===== config.mk =====
export PLATFORM = sky130hd
export DESIGN_NAME = multi_phase_scanner
export DESIGN_NICKNAME = d
export VERILOG_FILES = /design/src/rtl/scanner_pkg.sv /design/src/rtl/phase_timer.sv /design/src/rtl/multi_phase_scanner.sv
export SDC_FILE = /design/constraint.sdc
export NUM_CORES = 1
export LEC_CHECK = 0
export CORE_AREA = 2 2 39 41
export CTS_CLUSTER_DIAMETER = 60
export DETAILED_ROUTE_END_ITERATION = 16
export DIE_AREA = 0 0 41 43
export PLACE_DENSITY = 0.78
export SYNTH_ARGS = -nofsm -noshare
export SYNTH_HDL_FRONTEND = slang
export SYNTH_SLANG_ARGS = --single-unit

===== constraint.sdc =====
create_clock -name clk -period 4.4 [get_ports clk]
set_input_delay 0.88 -clock clk [delete_from_list [all_inputs] [get_ports clk]]
set_output_delay 0.88 -clock clk [all_outputs]
set_load 0.005 [all_outputs]

===== src/rtl/scanner_pkg.sv =====
// Shared types and helpers for multi_phase_scanner.
// Contents: scan_state_e (IDLE/ACTIVE/BLANK) and next_enabled(), which finds
// the next enabled phase index in rotation from a mask.
package scanner_pkg;

  typedef enum logic [1:0] {
    IDLE   = 2'd0,
    ACTIVE = 2'd1,
    BLANK  = 2'd2
  } scan_state_e;

  // Widest scanner supported by next_enabled().
  localparam int unsigned MAX_PHASES = 64;
  localparam int unsigned PKG_IDX_W  = 6;

  // Lowest enabled index strictly after cur, searching cur+1 .. cur+n
  // modulo n. The search can land back on cur when it is the only enabled
  // phase. When nothing is enabled, cur is returned unchanged.
  function automatic logic [PKG_IDX_W-1:0] next_enabled(
    input logic [MAX_PHASES-1:0] mask,
    input logic [PKG_IDX_W-1:0]  cur,
    input int unsigned           n
  );
    logic [PKG_IDX_W-1:0] result;
    logic [PKG_IDX_W-1:0] idx;
    logic                 found;
    result = cur;
    found  = 1'b0;
    for (int unsigned k = 1; k <= MAX_PHASES; k++) begin
      if (k <= n) begin
        idx = PKG_IDX_W'((32'(cur) + k) % n);
        if (!found && mask[idx]) begin
          result = idx;
          found  = 1'b1;
        end
      end
    end
    return result;
  endfunction

endpackage


===== src/rtl/phase_timer.sv =====
// Down-counter used to time the dwell and blank intervals.
// Ports:
//   clk, reset   - clock and asynchronous active-low reset
//   load         - load load_val on the next edge
//   load_val     - count to load; the interval lasts load_val+1 cycles
//   tc           - registered flag, high while the count is zero
// The counter saturates at zero and never wraps.
module phase_timer #(
  parameter int unsigned CNT_W = 2
) (
  input  logic             clk,
  input  logic             reset,
  input  logic             load,
  input  logic [CNT_W-1:0] load_val,
  output logic             tc
);

  logic [CNT_W-1:0] count;
  logic [CNT_W-1:0] count_d;

  // Next count: load takes priority, otherwise count down to zero and hold.
  always_comb begin
    count_d = count;
    if (load) begin
      count_d = load_val;
    end else if (count != '0) begin
      count_d = count - CNT_W'(1);
    end
  end

  // tc is registered from the next count so that it matches count == 0.
  always_ff @(posedge clk or negedge reset) begin
    if (!reset) begin
      count <= '0;
      tc    <= 1'b1;
    end else begin
      count <= count_d;
      tc    <= (count_d == '0);
    end
  end

endmodule


===== src/rtl/multi_phase_scanner.sv =====
// One-hot multi-phase scanner for display digit-select and keypad row scanning.
// Each phase stays active for DWELL_CYCLES clocks. It is followed by
// BLANK_CYCLES clocks of all-zero output, and then the scanner moves on to the
// next phase.
// Optional feature macro: PHASE_MASK_EN adds phase_mask, which selects the
// phases that take part in the scan.
// Ports:
//   clk, reset   - clock and asynchronous active-low reset
//   en           - run enable; low returns to idle at the next edge
//   phase_mask   - (PHASE_MASK_EN only) enabled phases, sampled at advances
//   one_hot_out  - one-hot phase select, zero while idle or blanking
//   phase_idx    - current phase, or the phase that just finished while blanking
//   phase_start  - pulse on the first active cycle of each phase
//   frame_done   - pulse with phase_start when the phase index wraps
//   blanking     - high during the blank gap
module multi_phase_scanner
  import scanner_pkg::*;
#(
  parameter int unsigned NUM_PHASES   = 4,
  parameter int unsigned DWELL_CYCLES = 3,
  parameter int unsigned BLANK_CYCLES = 1
) (
  input  logic                          clk,
  input  logic                          reset,
  input  logic                          en,
`ifdef PHASE_MASK_EN
  input  logic [NUM_PHASES-1:0]         phase_mask,
`endif
  output logic [NUM_PHASES-1:0]         one_hot_out,
  output logic [$clog2(NUM_PHASES)-1:0] phase_idx,
  output logic                          phase_start,
  output logic                          frame_done,
  output logic                          blanking
);

  localparam int unsigned IDX_W   = $clog2(NUM_PHASES);
  localparam int unsigned MAX_CYC = (DWELL_CYCLES > BLANK_CYCLES) ? DWELL_CYCLES : BLANK_CYCLES;
  localparam int unsigned CNT_W   = $clog2(MAX_CYC + 1);
  localparam logic [CNT_W-1:0] DWELL_LOAD = CNT_W'(DWELL_CYCLES - 1);
  localparam logic [CNT_W-1:0] BLANK_LOAD = CNT_W'((BLANK_CYCLES > 0) ? BLANK_CYCLES - 1 : 0);

  scan_state_e             state_q;
  scan_state_e             state_d;
  logic [IDX_W-1:0]        phase_d;
  logic [IDX_W-1:0]        next_idx;
  logic [IDX_W-1:0]        first_idx;
  logic [NUM_PHASES-1:0]   mask_c;
  logic [MAX_PHASES-1:0]   mask_ext;
  logic                    mask_any;
  logic                    advance;
  logic                    load;
  logic [CNT_W-1:0]        load_val;
  logic                    tc;
  logic [NUM_PHASES-1:0]   one_hot_d;
  logic                    start_d;
  logic                    frame_d;
  logic                    blank_d;

`ifdef PHASE_MASK_EN
  assign mask_c = phase_mask;
`else
  assign mask_c = '1;
`endif

  phase_timer #(
    .CNT_W(CNT_W)
  ) u_timer (
    .clk     (clk),
    .reset   (reset),
    .load    (load),
    .load_val(load_val),
    .tc      (tc)
  );

  // Next-state logic and next values for the registered outputs.
  always_comb begin
    state_d  = state_q;
    phase_d  = phase_idx;
    load     = 1'b0;
    load_val = '0;
    start_d  = 1'b0;
    frame_d  = 1'b0;
    advance  = 1'b0;
    mask_ext = '0;
    mask_ext[NUM_PHASES-1:0] = mask_c;
    mask_any  = |mask_c;
    next_idx  = IDX_W'(next_enabled(mask_ext, PKG_IDX_W'(phase_idx), NUM_PHASES));
    // The search starts after the top index, so it returns the lowest enabled phase.
    first_idx = IDX_W'(next_enabled(mask_ext, PKG_IDX_W'(NUM_PHASES - 1), NUM_PHASES));

    case (state_q)
      IDLE: begin
        if (mask_any) begin
          state_d  = ACTIVE;
          phase_d  = first_idx;
          load     = 1'b1;
          load_val = DWELL_LOAD;
          start_d  = 1'b1;
        end
      end
      ACTIVE: begin
        if (tc) begin
          if (BLANK_CYCLES > 0) begin
            state_d  = BLANK;
            load     = 1'b1;
            load_val = BLANK_LOAD;
          end else begin
            advance = 1'b1;
          end
        end
      end
      BLANK: begin
        if (tc) begin
          advance = 1'b1;
        end
      end
      default: begin
        state_d = IDLE;
        phase_d = '0;
      end
    endcase

    // The mask is read only here, so an active phase always runs to completion.
    if (advance) begin
      load = 1'b1;
      if (!mask_any) begin
        state_d = IDLE;
        phase_d = '0;
      end else begin
        state_d  = ACTIVE;
        phase_d  = next_idx;
        load_val = DWELL_LOAD;
        start_d  = 1'b1;
        frame_d  = (next_idx <= phase_idx);
      end
    end

    // Dropping en overrides everything; the next start is from the first phase.
    if (!en) begin
      state_d  = IDLE;
      phase_d  = '0;
      load     = 1'b1;
      load_val = '0;
      start_d  = 1'b0;
      frame_d  = 1'b0;
    end

    one_hot_d = (state_d == ACTIVE) ? (NUM_PHASES'(1) << phase_d) : '0;
    blank_d   = (state_d == BLANK);
  end

  // State and output registers.
  always_ff @(posedge clk or negedge reset) begin
    if (!reset) begin
      state_q     <= IDLE;
      phase_idx   <= '0;
      one_hot_out <= '0;
      phase_start <= 1'b0;
      frame_done  <= 1'b0;
      blanking    <= 1'b0;
    end else begin
      state_q     <= state_d;
      phase_idx   <= phase_d;
      one_hot_out <= one_hot_d;
      phase_start <= start_d;
      frame_done  <= frame_d;
      blanking    <= blank_d;
    end
  end

endmodule

==> flow_metrics.py <==
metrics = {
    "power_and_ir_drop": {
        "p_seq_share_pct": 49.7,
        "switchingPower_mw": 0.0812,
        "switching_share_pct": 26.8,
        "vdd_drop_max_v": 0.000167,
        "combPwrFrac_pct": 19.6,
        "internal_power_mw": 0.221,
        "powerDensity_nw_per_um2": 382,
        "leakage_nw": 0.378,
        "power_mw": 0.303,
        "p_clk_share_pct": 30.7,
    },
    "placed_design": {
        "io_buffers": 11,
        "dp_hpwl_um": 733,
        "routabilityCongestion": 0.694,
    },
    "global_routing": {
        "gr-total-overflow": 0,
        "use_met1_pct": 20.1,
        "busiest_layer": "met2",
        "grt_max_degree": 15,
        "track_usage_pct": 16.5,
        "antenna_found_initial": 0,
        "grt_pass1_wl_mm": 1.81,
        "grt_util_met2_pct": 22.8,
        "grtUsageMet3_pct": 7.85,
        "grt_pass1_vias": 408,
    },
    "synthesis": {
        "mappedNetlistArea_um2": 629,
        "syn_area_per_cell_um2": 12.1,
        "synthDistinctLibCells": 23,
        "synth-edff-count": 0,
        "synth_most_common_cell": "dfrtp_1",
        "synth_cells": 52,
        "seq_area_frac_synth_pct": 55.9,
        "synthArstFlopShare_pct": 100,
        "syn-num-nets": 59,
        "synthFlopType": "dfrtp_1",
        "yosysTopAreaCellShare_pct": 51.7,
        "synth_warnings": 0,
        "ys_ff_latch": 14,
        "netlist_top_cells_area": "dfrtp_1 52%, ha_1 8.0%, dfstp_2 4.2%, and4b_1 3.2%, o21ai_0 2.4%",
        "synth_top_cell_by_area": "dfrtp_1",
        "ys_top_cells_by_count": "13 x dfrtp_1, 4 x ha_1, 4 x inv_1",
    },
    "timing": {
        "fin_tns_setup_ns": 0,
        "skew_ns": 0.00507,
        "finalCriticalPeriod_ns": 2.07,
        "relSlewSlack_pct": 59.2,
        "finalHoldViolCount": 0,
        "max_freq_mhz": 483,
        "worstMarginPinSlew_ns": 0.610,
        "setup_viol": 0,
        "grt_setup_unrepaired": "no",
        "slew_violations": 0,
        "period_share_pct": 47.0,
    },
    "clocking": {
        "cts_tree": "built",
        "cts_max_path_buffers": 2,
        "root_buffer": "clkbuf_4",
        "clkLatencyLatePin_ns": 0.28,
        "cts_resized": 0,
        "htreeDepth": 1,
        "cts_hold_buf": 0,
        "path_clk_slew_ns": 0.09,
        "clock_sinks": 14,
        "cts_buffers": 3,
        "postCtsSetupBuffers": 0,
    },
    "finish": {
        "syn2layout_area_growth_pct": 25.8,
        "layout-drive-gt1-share_pct": 13.6,
        "final_nets": 74,
        "fillers": 122,
        "diodes": 0,
    },
    "floorplan": {
        "die-area_um2": 1760,
        "io_pins": 12,
        "dieWidth_um": 41,
        "initial_utilization_pct": 45.5,
        "rows": 14,
        "core_um2": 1380,
        "die_y_um": 43,
    },
    "route": {
        "post_drt_wl_per_cell_um": 12.9,
        "ant_nets": 0,
        "first_pass_iters": 2,
        "dr.first_iter.drc_count": 2,
        "drt-total-wl_mm": 1.06,
        "drc": 0,
        "vias": 417,
        "viasPerCell": 5.09,
    },
    "worst_setup_path": {
        "crit_required_ns": 3.52,
        "cp-end-kind": "output pin",
        "path_class": "reg -> out",
        "r2r_cells": 5,
        "startpoint_type": "register",
        "cp-endpoint": "phase_idx[0]",
        "rrSetupSlack_ns": 2.80,
        "worst-path-stages": 1,
        "worstPathArrival_ns": 1.19,
        "cp_num_buf_inv": 1,
        "startpoint": "phase_idx[0]",
        "slowest_delay_ns": 0.52,
        "critical_path.top_delay_family": "buffers and inverters",
        "r2r_end": "one_hot_out[1]",
        "cp_cell_sequence": "clkdlybuf4s50_1",
        "cp_max_fo": 4,
        "reg2reg_from": "state_q[0]",
        "crit_slowest_cell": "clkdlybuf4s50_1",
    },
    "status": {
        "status": "complete, no violations",
    },
    "job": {
        "maxCapViolations": 0,
    },
    "worst_hold_path": {
        "hold_depth": 2,
        "holdCritPathClass": "reg -> reg",
    },
}
-- per-stage QoR --
stage | hold slack [ns] | utilization, % | instances | cell area, um^2 | setup WS, ns
floorplan | 0.504 | - | 52 | 629 | 2.97
global placement | 0.531 | 54.6 | 78 | 756 | 2.33
detailed placement | 0.539 | 54.6 | 78 | 756 | 2.30
CTS | 0.551 | 57.2 | 82 | 792 | 2.32
global route | 0.580 | 57.2 | 82 | 792 | 2.28
finish | 0.554 | 57.2 | 82 | 792 | 2.33
-- cells by family (layout without fill, tap and decap cells) --
kind of cell / after synthesis / count (layout) / share of synthesized area [%]
mux: 1 / 1 / 2.38
buf+inv: 5 / 19 / 2.98
flops: 14 / 14 / 55.9
fa+ha+maj: 4 / 4 / 7.95
simple gates: 19 / 19 / 22.1
compound gates: 9 / 9 / 8.75
-- metal layers --
metal,wire length (um),vias up
met2,541,6
li1,-,212
met3,29,2
met1,473,197
met4,12,0
met5,0,-
-- worst min-delay path by stage --
stage                                 from                to  slack (ns)
final                     u_timer.count[0]  u_timer.count[1]        0.55
after global routing      u_timer.count[0]  u_timer.count[1]        0.58
after CTS                 u_timer.count[0]  u_timer.count[1]        0.55
after detailed placement  u_timer.count[0]  u_timer.count[1]        0.54
after global placement    u_timer.count[0]  u_timer.count[1]        0.53
after floorplan           u_timer.count[0]  u_timer.count[1]        0.50
-- registers in the layout, summed over array words and instances, names as in the netlist --
signal         count
u_timer.count      2
phase_idx          2
u_timer.tc         1
state_q            2
phase_start        1
one_hot_out        4
frame_done         1
blanking           1
-- layout make-up --
type / instances / area [um^2] / area share [%]
sequential: 14 / 352 / 44.4
clock buffer: 4 / 36.3 / 4.58
timing repair buffer: 11 / 110 / 13.9
multi-input combinational: 33 / 259 / 32.7
inverter: 4 / 15.0 / 1.90
tap: 16 / 20.0 / 2.53
-- tightest hold or removal path, cell delays in order, from the launching register on --
cell and delay [ns]:
dfrtp_1 0.39, nand2_1 0.05, a21boi_0 0.08
-- placed cells by master, fill, tap and decap left out, drive strengths merged --
master / n
and4bb: 1
and2b: 2
mux2: 1
and3: 2
nand3b: 1
nor4bb: 1
clkdlybuf4s50: 11
and4: 1
nand2: 4
o21ai: 3
nor2: 2
nor4b: 1
and4b: 2
inv: 4
ha: 4
dfrtp: 13
a31oi: 1
clkbuf: 4
nor2b: 2
a21oi: 2
dfstp: 1
a21boi: 2
o2bb2ai: 1
-- power by group through the flow --
stage | Combinational [mW] | Clock, mW | Sequential (mW)
2_1_floorplan | 0.0357 | 0 | 0.152
3_3_place_gp | 0.0575 | 0 | 0.153
3_5_place_dp | 0.0593 | 0 | 0.153
4_1_cts | 0.0604 | 0.0954 | 0.151
5_1_grt | 0.0675 | 0.104 | 0.152
6_report | 0.0593 | 0.0929 | 0.150
Power figures use the tool's default switching activity.
==> patch 1 (same settings) <==
The option `PHASE_MASK_EN` is turned on by a define.
--- a/src/rtl/multi_phase_scanner.sv
+++ b/src/rtl/multi_phase_scanner.sv
@@ -13,6 +13,8 @@
 //   phase_start  - pulse on the first active cycle of each phase
 //   frame_done   - pulse with phase_start when the phase index wraps
 //   blanking     - high during the blank gap
+`define PHASE_MASK_EN
+
 module multi_phase_scanner
   import scanner_pkg::*;
 #(
Ports: changed (added phase_mask); port bits go from 12 to 16. No check against the original RTL was run, so the function may have changed too.
==> patch 1 against the original RTL <==
  * Wire length is 64% higher
  * Design area increased by 35%
  * Worst setup slack worse by 330 ps
  * Power rose by 99%
  * Clock power decreased by 1%
  * Synthesized area rose by 37%
  * Sequential power is 33% higher
  * Non-clock buffer count up 4
  * Sequential cell count unchanged
  * Largest cell class is now multi-input gates
  * Largest power group is now combinational logic
==> patch 1: results (changes against the original RTL) <==
stage,metric,value,unit,change
layout,final-nonclk-buf-share,0.1404,,+0.001329
place,placed_cells,116,,+49%
layout,fillers,102,,-16%
setup_path,crit_fanout,5,,+1
route,route.met2.wl,879,µm,+62%
sta,fin_crit_sh,0.5457,,+0.07553
layout,inv_count,8,,+4
grt,grt_pass1_vias,681,,+67%
power_and_ir_drop,worst_ir_drop_vdd,0.0003090,V,+85%
route,wl_met1,748,µm,+58%
route,dr.first_iter.drc_count,13,,+11
layout,multi_input_area_share,0.4503,,+0.1233
route,first_pass_iters,4,,+2
sta,whs,430.8,ps,-123.7 ps
route,via_per_inst,5.883,,+16%
place,gp_congestion,0.8066,,+16%
setup_path,crit_path_start,phase_mask[0],,
yosys,synth_area_leaders,"dfrtp_1 38%, ha_1 8.7%, nor2_1 3.9%, a21oi_1 3.5%, inv_1 3.5%",,
layout,fin_nets,118,,+59%
setup_path,setup.worst_path.end,frame_done$_DFF_PN0_,,
route,dr_total_vias,706,,+69%
hold_path,whs_path_depth,1,,-1
setup_path,worst_path_largest_cell_delay,550,ps,+30 ps
power_and_ir_drop,p_leak,0.4864,nW,+29%
sta,slew_headroom,0.5931,,+0.001020
place,post-place-ws,1692,ps,-609.1 ps
yosys,syn-instance-count,85,,+63%
setup_path,reg2reg_depth,7,,+2
route,wl_met3,63,µm,+120%
place,place_hpwl,1354,µm,+85%
hold_path,hold_end,u_timer.count[0]$_DFF_PN0_,,
route,drt_wl_total,1734,µm,+64%
yosys,synth_fp_nets,98,,+66%
outcome,outcome,completed,,
grt,grt.met3_usage,0.05236,,-0.02618
setup_path,r2r_slack,2520,ps,-280 ps
patch 1: changes by cell type after synthesis, sizes merged, moves of 3 or more:
cell / delta
a21oi: +4
inv: +4
nand2b: +4
nor2: +8
nor3: +3
o21ai: +4
patch 1: logic make-up after synthesis:
group,Yosys count,share of synthesized area
flops,14,0.4072
simple gates,34,0.2884
compound gates,23,0.1826
buf+inv,8,0.03478
fa+ha+maj,6,0.08695
patch 1: where the power goes:
group          switching [W]  internal (W)   total, W
registers          0.0000315      0.000168   0.000200
clock network      0.0000413     0.0000504  0.0000916
logic               0.000170      0.000142   0.000312
total               0.000243      0.000361   0.000603
patch 1: metrics by stage:
step           cell area, µm²  total power, W  utilization
2_1_floorplan           863.3       0.0004132            -
3_3_place_gp             1033       0.0005025       0.7468
3_5_place_dp             1033       0.0005136       0.7468
4_1_cts                  1070       0.0006067       0.7731
5_1_grt                  1070       0.0006533       0.7731
6_report                 1070       0.0006032       0.7731
==> patch 2 (same flow settings) <==
Made on the original files. Register the input `en` before use. The logic sees it one clock later.
--- a/src/rtl/multi_phase_scanner.sv
+++ b/src/rtl/multi_phase_scanner.sv
@@ -38,6 +38,12 @@
   localparam int unsigned CNT_W   = $clog2(MAX_CYC + 1);
   localparam logic [CNT_W-1:0] DWELL_LOAD = CNT_W'(DWELL_CYCLES - 1);
   localparam logic [CNT_W-1:0] BLANK_LOAD = CNT_W'((BLANK_CYCLES > 0) ? BLANK_CYCLES - 1 : 0);
+
+  logic en_q;
+
+  always_ff @(posedge clk) begin
+    en_q <= en;
+  end
 
   scan_state_e             state_q;
   scan_state_e             state_d;
@@ -136,7 +142,7 @@
     end
 
     // Dropping en overrides everything; the next start is from the first phase.
-    if (!en) begin
+    if (!en_q) begin
       state_d  = IDLE;
       phase_d  = '0;
       load     = 1'b1;
Check against the original RTL: not equivalent (Yosys sat finds a counterexample within 4 cycles, from zero or initial values and one cycle with reset low).
==> patch 2 against the original RTL <==
  * Combinational power is 3% lower
  * Sequential cell count is 1 higher
  * Synthesized area is 3.2% higher
  * Critical path depth stayed put
  * Worst setup slack better by 5.0 ps
  * Clock skew is 3.4 ps lower
  * First-iteration DRC count is 50% higher
  * Wire length is 0.47% lower
  * Design area is 1.3% higher
  * Power is 2.8% lower
==> patch 2: results (changes against the original RTL) <==
stage,metric,value,unit,change
hold_path,hold_class,reg2reg,,
setup_path,r2r_slack,2790,ps,about the same
yosys,ys_seq_area_frac,0.5723,,+0.01361
place,io_buffer_count,11,,unchanged
route,dr.first_iter.drc_count,3,,+1
layout,largest-register,one_hot_out,,
grt,grt_pass1_vias,420,,+2.9%
yosys,synth-main-ff-cell,dfrtp_1,,
clocking,postCtsSetupRepairBufs,0,,unchanged
setup_path,path_delay_family,buffers and inverters,,
setup_path,worst_ep_arrival_time,1180,ps,
power_and_ir_drop,worst_ir_drop_vdd,0.0001912,V,+14%
layout,fin_nets,75,,+1.4%
place,place_hpwl,755.8,µm,+3.1%
yosys,netlist-cell-type-count,24,,+4.3%
yosys,synth_seq_cells,15,,+1
setup_path,worst_path_largest_cell_delay,510,ps,
route,via_per_inst,5.084,,about the same
clocking,clockBufferDepth,2,,unchanged
setup_path,reg2reg_depth,5,,unchanged
grt,grt_pass1_wl,1780,µm,-1.9%
clocking,clkSlewWorstSetupHoldPaths,80,ps,
route,wl_per_cell,12.66,µm,-1.7%
grt,grt_start_max_net_pins,15,,unchanged
grt,grt.met3_usage,0.03141,,-0.04712
clocking,post_cts_resized,0,,unchanged
clocking,cts_root_buf,clkbuf_4,,
sta,worst_pin_slew,586.7,ps,-23.31 ps
hold_path,whs_path_depth,2,,unchanged
grt,grt.met2_usage,0.2188,,-0.009375
setup_path,crit_fanout,4,,unchanged
yosys,synthArstFlopShare,0.9333,,-0.06667
route,first_pass_iters,2,,unchanged
yosys,synthTopCellsByCount,"13 x dfrtp_1, 4 x ha_1, 4 x inv_1, 3 x nand2_1, 3 x o21ai_0",,
setup_path,cp_slowest_cell,clkdlybuf4s50_1,,
layout,post_route_cells_drive_above_1_share,0.1194,,-0.01696
sta,skew,1.645,ps,-3.429 ps
yosys,synth_fp_nets,60,,+1.7%
clocking,insertion_delay,270,ps,
place,gp_congestion,0.7637,,+10%
layout,fillers,118,,-3.3%
clocking,cts_max_level,1,,unchanged
yosys,ys_warn_count,0,,unchanged
grt,grt_util_met1,0.2168,,+0.01609
yosys,synth_area_leaders,"dfrtp_1 50%, ha_1 7.7%, dfstp_2 4.0%, and4b_1 3.1%, dfxtp_1 3.1%",,
grt,grt_usage,0.1576,,-0.007728
clocking,cts_buffers,3,,unchanged
outcome,outcome,completed,,
grt,antenna_found_initial,0,,unchanged
power_and_ir_drop,p_leak,0.3803,nW,+0.64%
layout,antennaDiodeCount,0,,unchanged
layout,largest_reg_flops,4,,unchanged
[patch 2: cell families after synthesis]
logic type               after synthesis  share of synthesized area
AND/OR/NAND/NOR                       19                     0.2139
flip-flops                            15                     0.5723
AO/OA/AOI/OAI                          9                    0.08477
buffers and inverters                  5                    0.02889
adder cells (fa/ha/maj)                4                    0.07707
multiplexers                           1                    0.02311
[patch 2: worst paths after layout]
path,startpoint,to
worst max-delay path,phase_idx[0]$_DFF_PN0_,phase_idx[0]
worst min-delay path,u_timer.count[0]$_DFF_PN0_,u_timer.count[1]$_DFF_PN0_
worst max register to register,state_q[0]$_DFF_PN0_,one_hot_out[1]$_DFF_PN0_
worst min register to register,u_timer.count[0]$_DFF_PN0_,u_timer.count[1]$_DFF_PN0_
max in group asynchronous,reset,u_timer.count[0]$_DFF_PN0_
min in group asynchronous,reset,frame_done$_DFF_PN0_
[patch 2: report_power, final]
group	leakage, nW	switching (W)	internal (W)	total (W)
Clock	0.0150	0.0000409	0.0000351	0.0000760
Combinational	0.171	0.0000279	0.0000295	0.0000574
Sequential	0.194	0.00000979	0.000151	0.000161
[patch 2: area by class of cell]
| type | instances | share of cell area |
|---|---|---|
| clock buffers | 4 | 0.03276 |
| inverters | 4 | 0.01872 |
| multi-input cells | 33 | 0.3229 |
| flip-flops and latches | 15 | 0.4633 |
| well taps | 16 | 0.02496 |
| repair buffers | 11 | 0.1373 |
[patch 2: metal layers]
metal  share of wire  vias up
met3           0.013        2
met1            0.47      204
met2            0.51        5
met5               0        -
met4          0.0086        0
li1                -      211
[patch 2: per-stage QoR]
stage                     total power, W  hold slack, ps  std cells  cell area, µm²  worst slack, ps
after floorplan                0.0001974           467.5         53           649.4             2980
after global placement         0.0002200           527.6         79           775.7             2640
after detailed placement       0.0002223           536.1         79           775.7             2648
after CTS                      0.0002997           548.5         83           802.0             2320
after global routing           0.0003155           573.4         83           802.0             2274
final                          0.0002943           546.7         83           802.0             2336
